<file path="config.mk">
export PLATFORM = sky130hd
export DESIGN_NAME = fpu_seq
export DESIGN_NICKNAME = d
export VERILOG_FILES = /design/src/rtl/fpu_seq.sv
export SDC_FILE = /design/constraint.sdc
export NUM_CORES = 1
export LEC_CHECK = 0
export BUFFER_PORTS_ARGS = -buffer_cell sky130_fd_sc_hd__buf_2
export CORE_AREA = 2 2 159 161
export CTS_BUF_LIST = sky130_fd_sc_hd__clkbuf_4 sky130_fd_sc_hd__clkbuf_8
export DETAILED_ROUTE_END_ITERATION = 10
export DIE_AREA = 0 0 161 163
export MAX_ROUTING_LAYER = met4
export PLACE_DENSITY = 0.55
export RECOVER_POWER = 50
export REMOVE_ABC_BUFFERS = 1
export SLEW_MARGIN = 20
export SYNTH_ARGS = -nofsm -noshare
export SYNTH_HDL_FRONTEND = slang
export SYNTH_SLANG_ARGS = --single-unit
</file>
<file path="constraint.sdc">
create_clock -name clk -period 4 [get_ports clk]
set_clock_uncertainty 0.1 [all_clocks]
set_input_delay 0.4 -clock clk [delete_from_list [all_inputs] [get_ports clk]]
set_output_delay 0.4 -clock clk [all_outputs]
set_load 0.02 [all_outputs]
</file>
<file path="src/rtl/fpu_seq.sv">
// Issue sequencer for the shared double-precision FPU: accepts one op, starts the
// datapath, waits the op's fixed latency, then hands the result to writeback.
module fpu_seq #(
    parameter int XLEN     = 64,
    parameter int LAT_ADD  = 4,
    parameter int LAT_MUL  = 5,
    parameter int LAT_DIV  = 20,
    parameter int LAT_SQRT = 24,
    parameter int LAT_CVT  = 2
) (
    input  logic            clk,
    input  logic            rst,
    input  logic            flush,
    input  logic            in_valid,
    output logic            in_ready,
    input  logic [2:0]      in_op,
    input  logic [4:0]      in_rd,
    input  logic [XLEN-1:0] in_a,
    input  logic [XLEN-1:0] in_b,
    output logic            fpu_start,
    output logic [2:0]      fpu_op,
    output logic [XLEN-1:0] fpu_a,
    output logic [XLEN-1:0] fpu_b,
    input  logic [XLEN-1:0] fpu_result,
    output logic            out_valid,
    input  logic            out_ready,
    output logic [XLEN-1:0] out_data,
    output logic [4:0]      out_rd,
    output logic            out_illegal,
    output logic            busy
);

    typedef enum logic [1:0] {
        IDLE = 2'd0,
        EXEC = 2'd1,
        DONE = 2'd2
    } state_t;

    state_t     state_r;
    logic [5:0] cnt_r;

    // Cycles from the start pulse to the cycle in which the result is sampled.
    function automatic logic [5:0] op_lat(input logic [2:0] op);
        case (op)
            3'b000, 3'b001: op_lat = 6'(LAT_ADD);
            3'b010:         op_lat = 6'(LAT_MUL);
            3'b011:         op_lat = 6'(LAT_DIV);
            3'b100:         op_lat = 6'(LAT_SQRT);
            3'b101, 3'b110: op_lat = 6'(LAT_CVT);
            default:        op_lat = 6'd0;
        endcase
    endfunction

    assign in_ready = (state_r == IDLE) && !flush && !rst;

    // Sequencer state, latency counter and all registered outputs.
    always_ff @(posedge clk) begin
        if (rst) begin
            state_r     <= IDLE;
            cnt_r       <= 6'd0;
            fpu_start   <= 1'b0;
            fpu_op      <= 3'd0;
            fpu_a       <= '0;
            fpu_b       <= '0;
            out_valid   <= 1'b0;
            out_data    <= '0;
            out_rd      <= 5'd0;
            out_illegal <= 1'b0;
            busy        <= 1'b0;
        end else if (flush) begin
            // Abort whatever is in flight; any pending result is dropped.
            state_r   <= IDLE;
            fpu_start <= 1'b0;
            out_valid <= 1'b0;
            busy      <= 1'b0;
        end else begin
            fpu_start <= 1'b0;
            case (state_r)
                IDLE: begin
                    if (in_valid) begin
                        fpu_op <= in_op;
                        fpu_a  <= in_a;
                        fpu_b  <= in_b;
                        out_rd <= in_rd;
                        busy   <= 1'b1;
                        if (in_op == 3'b111) begin
                            state_r     <= DONE;
                            out_valid   <= 1'b1;
                            out_illegal <= 1'b1;
                            out_data    <= '0;
                        end else begin
                            state_r     <= EXEC;
                            cnt_r       <= op_lat(in_op);
                            fpu_start   <= 1'b1;
                            out_illegal <= 1'b0;
                        end
                    end
                end
                EXEC: begin
                    if (cnt_r == 6'd0) begin
                        out_data  <= fpu_result;
                        out_valid <= 1'b1;
                        state_r   <= DONE;
                    end else begin
                        cnt_r <= cnt_r - 6'd1;
                    end
                end
                DONE: begin
                    if (out_ready) begin
                        out_valid <= 1'b0;
                        busy      <= 1'b0;
                        state_r   <= IDLE;
                    end
                end
                default: begin
                    state_r   <= IDLE;
                    out_valid <= 1'b0;
                    busy      <= 1'b0;
                end
            endcase
        end
    end

endmodule

</file>
==> impl_metrics.toml, run 1 <==
[logic_synthesis]
synth-main-ff-cell = "dfxtp_1"
synth-seq-cells = 212
synthMuxAreaShare = 0.001351
synth_top_family_by_area = "compound AO/OA/AOI/OAI gates"
synth_area_per_cell_um2 = 8.949
synth_compound_area_frac = 0.1982
synth-edff-count = 0
ys_seq_area_frac = 0.5728
synth_cell_type_count = 45
synth_top_area_share = 0.5728
synthArstFlopShare = 0
synthCells = 828
yosys.area_share.simple = 0.1706
synth_area_leaders = "dfxtp_1, nand2_1, a21oi_1"
synth_top_area_cell = "dfxtp_1"
synth.yosys.warnings = 0
synth_fa_ha_area_frac = 0.003377
syn-cell-area_mm2 = 0.007410
synth_xor_area_frac = 0.001182

[power]
vdd_drop_max_mv = 0.2200
switchingPower_uw = 1297
p_comb_frac = 0.135
power_uw = 4918
seq_power_share = 0.457
p_sw_frac = 0.2638
p_leak_uw = 0.004691
power.density_mw_per_mm2 = 423.8
pwr-share-clk = 0.409
intPower_uw = 3621

[drt]
dr_wl_met3_um = 1579
wirelength_um = 27720
drc = 0
antenna_left = 0
viasPerCell = 4.576
dr_wl_met2_um = 13640
first_pass_iters = 5
wl_met1_um = 11590
dr.max_layer_used = "met4"
drt_iter0_markers = 608
wl_per_cell_um = 16.09
vias = 7885

[clock_tree]
cts_resized = 0
cts_max_path_buffers = 3
cts_sinks = 212
post_cts_buffers = 0
cts_max_level = 2
root_buffer = "clkbuf_8"
clk_pin_slew_ps = 60
cts_inserted_buffers = 38
cts_hold_buffers = 154
clk-insertion-delay-late_ps = 510
cts_tree = "built"

[sta]
final.setup.tns_ps = 0
setup_viol = 0
finalCritPeriodShare = 0.6930
period_needed_ps = 2772
timing.slew.headroom = -0.1488
max_freq_ghz = 0.3608
worst_pin_slew_ps = 1723
hold_viol_final = 0
rsz0062_at_grt = "no"
slew_viol_final = 36

[setup_path]
crit_chain = "nor4b_4, clkbuf_1, nand2_1, a21oi_1"
path_class = "reg -> reg"
crit_slowest_cell = "clkbuf_1"
regToRegSetupSlack_ps = 1230
worstSetupStartpoint = "state_r[0]"
cp.arrival_ps = 3100
critical-path-top-delay-family = "buffers and inverters"
r2r-end = "fpu_a[10]"
crit_path_end = "fpu_a[10]"
worst-path-buf-inv = 1
endpoint_kind = "flip-flop"
crit_cells = 4
timing.rr.start = "state_r[0]"
worstPathRequired_ps = 4330
worst_setup_path_start_kind = "flip-flop"
crit_path_max_incr_delay_ps = 1270
crit_fanout = 35
reg2regPathDepth = 4

[layout]
drive_gt1_frac = 0.1997
final_nets = 1579
synthToLayoutAreaGrowth_pct = 56.62
fillers = 2566

[global_route]
gr-total-overflow = 0
first_global_vias = 7562
antenna_found_initial = 1
grt_util_all_layers = 0.2019
grt_pass1_wl_um = 41330
grt_max_degree = 134

[place]
dp_hpwl_um = 18190
port_buffers = 409
place.gp.congestion = 0.8542

[floorplan]
coreArea_mm2 = 0.02467
ios = 410
die_area_mm2 = 0.02624
row_count = 58
initial_core_util = 0.3003
fp.dieH_um = 163
fp.dieW_um = 161

[worst_hold_path]
holdCritPathClass = "in -> reg"

[run]
drv_cap = 1

[outcome]
failed_checks = "max-capacitance violations, max-slew violations"
status = "complete, but fails checks"
==> worst reg2reg max path: cells and delay by family, from the launching register on <==
family          cells  cell delay [ps]
buf+inv             1             1270
simple gates        2              700
flops               1              440
compound gates      1              190
==> power by group through the flow <==
stage	Combinational [uW]	Clock (uW)	Sequential (uW)
2_1_floorplan	178	0	2390
3_3_place_gp	558	0	2290
3_5_place_dp	559	0	2290
4_1_cts	685	2080	2240
5_1_grt	718	2180	2250
6_report	662	2010	2250
==> cells in the mapped netlist (2+ instances only) <==
library cell and count:
a21oi_1 137, a22o_1 64, a31o_2 3, a31oi_1 2, buf_1 2, buf_2 20, buf_4 15, buf_6 6
clkbuf_1 23, dfxtp_1 212, ha_1 2, inv_1 3, nand2_1 274, nand2b_1 3, nand3_1 4, nand3b_1 2
nand4_1 2, nor2_1 10, nor3_1 4, nor3b_1 3, nor4_1 2, o211a_1 2, o21ai_0 7, o311ai_0 3
o31ai_1 3
==> how the worst min path moves through the flow <==
stage                     startpoint   endpoint  slack [ps]  cells after the start
after floorplan             cnt_r[5]   cnt_r[5]         360                      2
after CTS                   in_b[23]  fpu_b[23]         0.2                      3
after global placement     fpu_a[38]  fpu_a[38]         340                      2
after global routing        in_b[52]  fpu_b[52]          10                      3
after detailed placement    fpu_b[9]   fpu_b[9]         340                      2
final                       in_b[10]  fpu_b[10]          30                      3
==> registers in the layout, indices dropped and copies added, names as in the netlist <==
| name | flops |
|---|---|
| fpu_start | 1 |
| out_illegal | 1 |
| out_data | 64 |
| fpu_b | 64 |
| out_rd | 5 |
| out_valid | 1 |
| busy | 1 |
| fpu_op | 3 |
| state_r | 2 |
| cnt_r | 6 |
| fpu_a | 64 |
==> cell type report <==
cell class                 instances  area, um^2  area share
antenna                            1       2.502   0.0002156
clock buffer                      56       720.7     0.06210
tap                              330       412.9     0.03558
clock inverter                     4       22.52    0.001941
sequential                       212        4244      0.3657
inverter                           4       15.01    0.001294
multi-input combinational        546        2778      0.2394
timing repair buffer             570        3410      0.2938
==> cells in the final DEF (no fill, tap or decap), types with 4 or more instances in the layout <==
cell type and count:
nand2_1 274, dfxtp_1 212, clkbuf_1 205, buf_2 204
dlygate4sd3_1 154, a21oi_1 137, a22o_1 64, clkbuf_8 48
nor2_1 10, clkbuf_4 8, o21ai_0 7, buf_4 5
nand3_1 4, nor3_1 4
==> cells by family (layout without fill, tap and decap cells) <==
| family | after synthesis | count (layout) |
|---|---|---|
| AO/OA/AOI/OAI | 230 | 230 |
| XOR/XNOR | 1 | 1 |
| adder cells (fa/ha/maj) | 2 | 2 |
| buffers and inverters | 70 | 634 |
| flip-flops | 212 | 212 |
| multiplexers | 1 | 1 |
| other | 0 | 1 |
| AND/OR/NAND/NOR | 312 | 312 |
==> stage by stage <==
stage / instances / hold slack, ps / util / setup WS, ps / area [um^2]
2_1_floorplan: 762 / 358.0 / - / -529.0 / 7036
3_3_place_gp: 1508 / 338.9 / 0.3881 / 1887 / 9577
3_5_place_dp: 1508 / 343.2 / 0.3881 / 1874 / 9577
4_1_cts: 1722 / 0.2061 / 0.4807 / 1850 / 11860
5_1_grt: 1723 / 9.599 / 0.4703 / 999.3 / 11600
6_report: 1723 / 30.60 / 0.4703 / 1228 / 11600
==> per-layer routing <==
layer  vias up  track usage
met5         -            -
met4         0      0.07549
met3        67      0.04202
met2       268       0.3400
met1      3659       0.2386
li1       3891            -
Power figures use the tool's default switching activity.
==> run 2, diff against run 1 <==
Settings changed: PLACE_DENSITY 0.55 to 0.57.
Clock period 4 ns to 2.2 ns, I/O delays scaled along.
==> run 2 against run 1 <==
  * Combinational power increased by 95%
  * First-iteration DRC count rose by 2.0%
  * Highest routed layer unchanged
  * Flip-flop and latch count is the same
  * Sequential share of layout area decreased by 1.8 points
  * The run now ends clean
  * Die area unchanged
  * Via count grew 3.8%
  * Sequential power increased by 81%
==> impl_metrics.toml, run 2 (same netlist as run 1, synthesis figures left out) <==
[place]
dp_hpwl_um = 17420
pre_cts_ws_ps = 174.8
port_buffers = 409
place.gp.congestion = 0.8233
dp_cells = 1510

[global_route]
first_global_vias = 7820
grt_util_all_layers = 0.1992
antenna_found_initial = 0
grt_pass1_wl_um = 41170
grt_max_degree = 136
gr-total-overflow = 0

[sta]
period_needed_ps = 2039
max_freq_ghz = 0.4903
rsz0062_at_grt = "no"
setup_viol = 0
finalCritPeriodShare = 0.9270
hold_viol_final = 0
timing.slew.headroom = 0.5646
final.setup.tns_ps = 0
slew_viol_final = 0
hold_slack_ps = 191.3
worst_pin_slew_ps = 653.1
fin_ws_ps = 160.6

[layout]
final_nets = 1631
final_common_cell = "nand2_1"
fin_cells = 1777
antenna-diode-count = 0
synthToLayoutAreaGrowth_pct = 64.71
final_cell_mix = "nand2_1, dfxtp_1, dlygate4sd3_1, buf_2, clkbuf_1"
fin_util = 0.4946
fillers = 2437
largestRegisters = "fpu_a: 64 flops, fpu_b: 64 flops, out_data: 64 flops"
drive_gt1_frac = 0.1963

[setup_path]
endpoint_kind = "flip-flop"
crit_fanout = 55
path_class = "reg -> reg"
cp.arrival_ps = 2350
worst_setup_path_start_kind = "flip-flop"
worstPathRequired_ps = 2510

[floorplan]
initial_core_util = 0.3003
die_area_mm2 = 0.02624
fp.dieW_um = 161
row_count = 58
ios = 410
fp.dieH_um = 163
coreArea_mm2 = 0.02467

[power]
p_leak_uw = 0.004947
vdd_drop_max_mv = 0.5430
power.density_mw_per_mm2 = 744.8

[drt]
wirelength_um = 27480
vias = 8186
antenna_left = 0
drc = 0
wl_per_cell_um = 15.47
viasPerCell = 4.607
drt_iter0_markers = 620
first_pass_iters = 5

[worst_hold_path]
holdCritPathClass = "in -> reg"

[clock_tree]
cts_resized = 0
cts_tree = "built"
cts_inserted_buffers = 38
cts_max_path_buffers = 3
clk_pin_slew_ps = 70
clk-insertion-delay-late_ps = 520
cts_sinks = 212
root_buffer = "clkbuf_8"
cts_max_level = 2

[run]
drv_cap = 0

[outcome]
status = "complete, no violations"
run 2: cell count changes in the layout (fill, tap and decap cells not counted), sizes merged:
| cell | change |
|---|---|
| buf | +3 |
| inv | +2 |
| diode | -1 |
| bufinv | +1 |
| dlygate4sd3 | +50 |
| clkinvlp | -1 |
run 2: layout make-up:
type / instances / area [um^2] / area share
Inverter: 4 / 15.01 / 0.001230
Clock buffer: 57 / 696.9 / 0.05710
Tap cell: 330 / 412.9 / 0.03383
Clock inverter: 6 / 62.56 / 0.005126
Multi-Input combinational cell: 546 / 2769 / 0.2269
Sequential cell: 212 / 4244 / 0.3478
Timing Repair Buffer: 622 / 4004 / 0.3281
run 2: repair_timing:
action                                 CTS  global route
setup buffers                            0             0
endpoints found under the hold margin  207             0
hold buffers                           204             0
run 2: through the flow:
stage	instance area, um^2	total power [uW]
after CTS	12470	9283
after detailed placement	9667	5192
after floorplan	7036	4661
after global routing	12200	9512
final	12200	9090
after global placement	9667	5181
run 2: path summary, 6_finish.rpt:
check	slack [ps]	startpoint	depth (start not counted)	endpoint
worst min register to register	350	fpu_b[51]	2	fpu_b[51]
worst min-delay path	190	in_valid	4	state_r[0]
worst max register to register	160	cnt_r[0]	7	out_data[25]
worst max-delay path	160	cnt_r[0]	7	out_data[25]
run 2: per-layer routing:
metal	share of wire	vias up	GRT usage
met4	0.041	0	0.09131
met1	0.40	3793	0.2207
li1	-	3996	-
met2	0.50	311	0.3433
met3	0.063	86	0.04431
met5	0	-	-
run 2: where the power goes:
| group | total, uW | internal (uW) | leakage, uW | switching (uW) |
|---|---|---|---|---|
| combinational | 1290 | 587 | 0.00281 | 707 |
| sequential | 4080 | 4000 | 0.00172 | 84.5 |
| clock | 3710 | 2140 | 0.000409 | 1580 |
| total | 9090 | 6720 | 0.00495 | 2370 |
run 2: worst max-delay path: stages, from the launching register on:
cell	delay, ps
dfxtp_1	340
inv_1	110
ha_1	150
nor3b_1	360
o2bb2ai_1	230
a21oi_4	150
buf_12	210
a22o_1	220
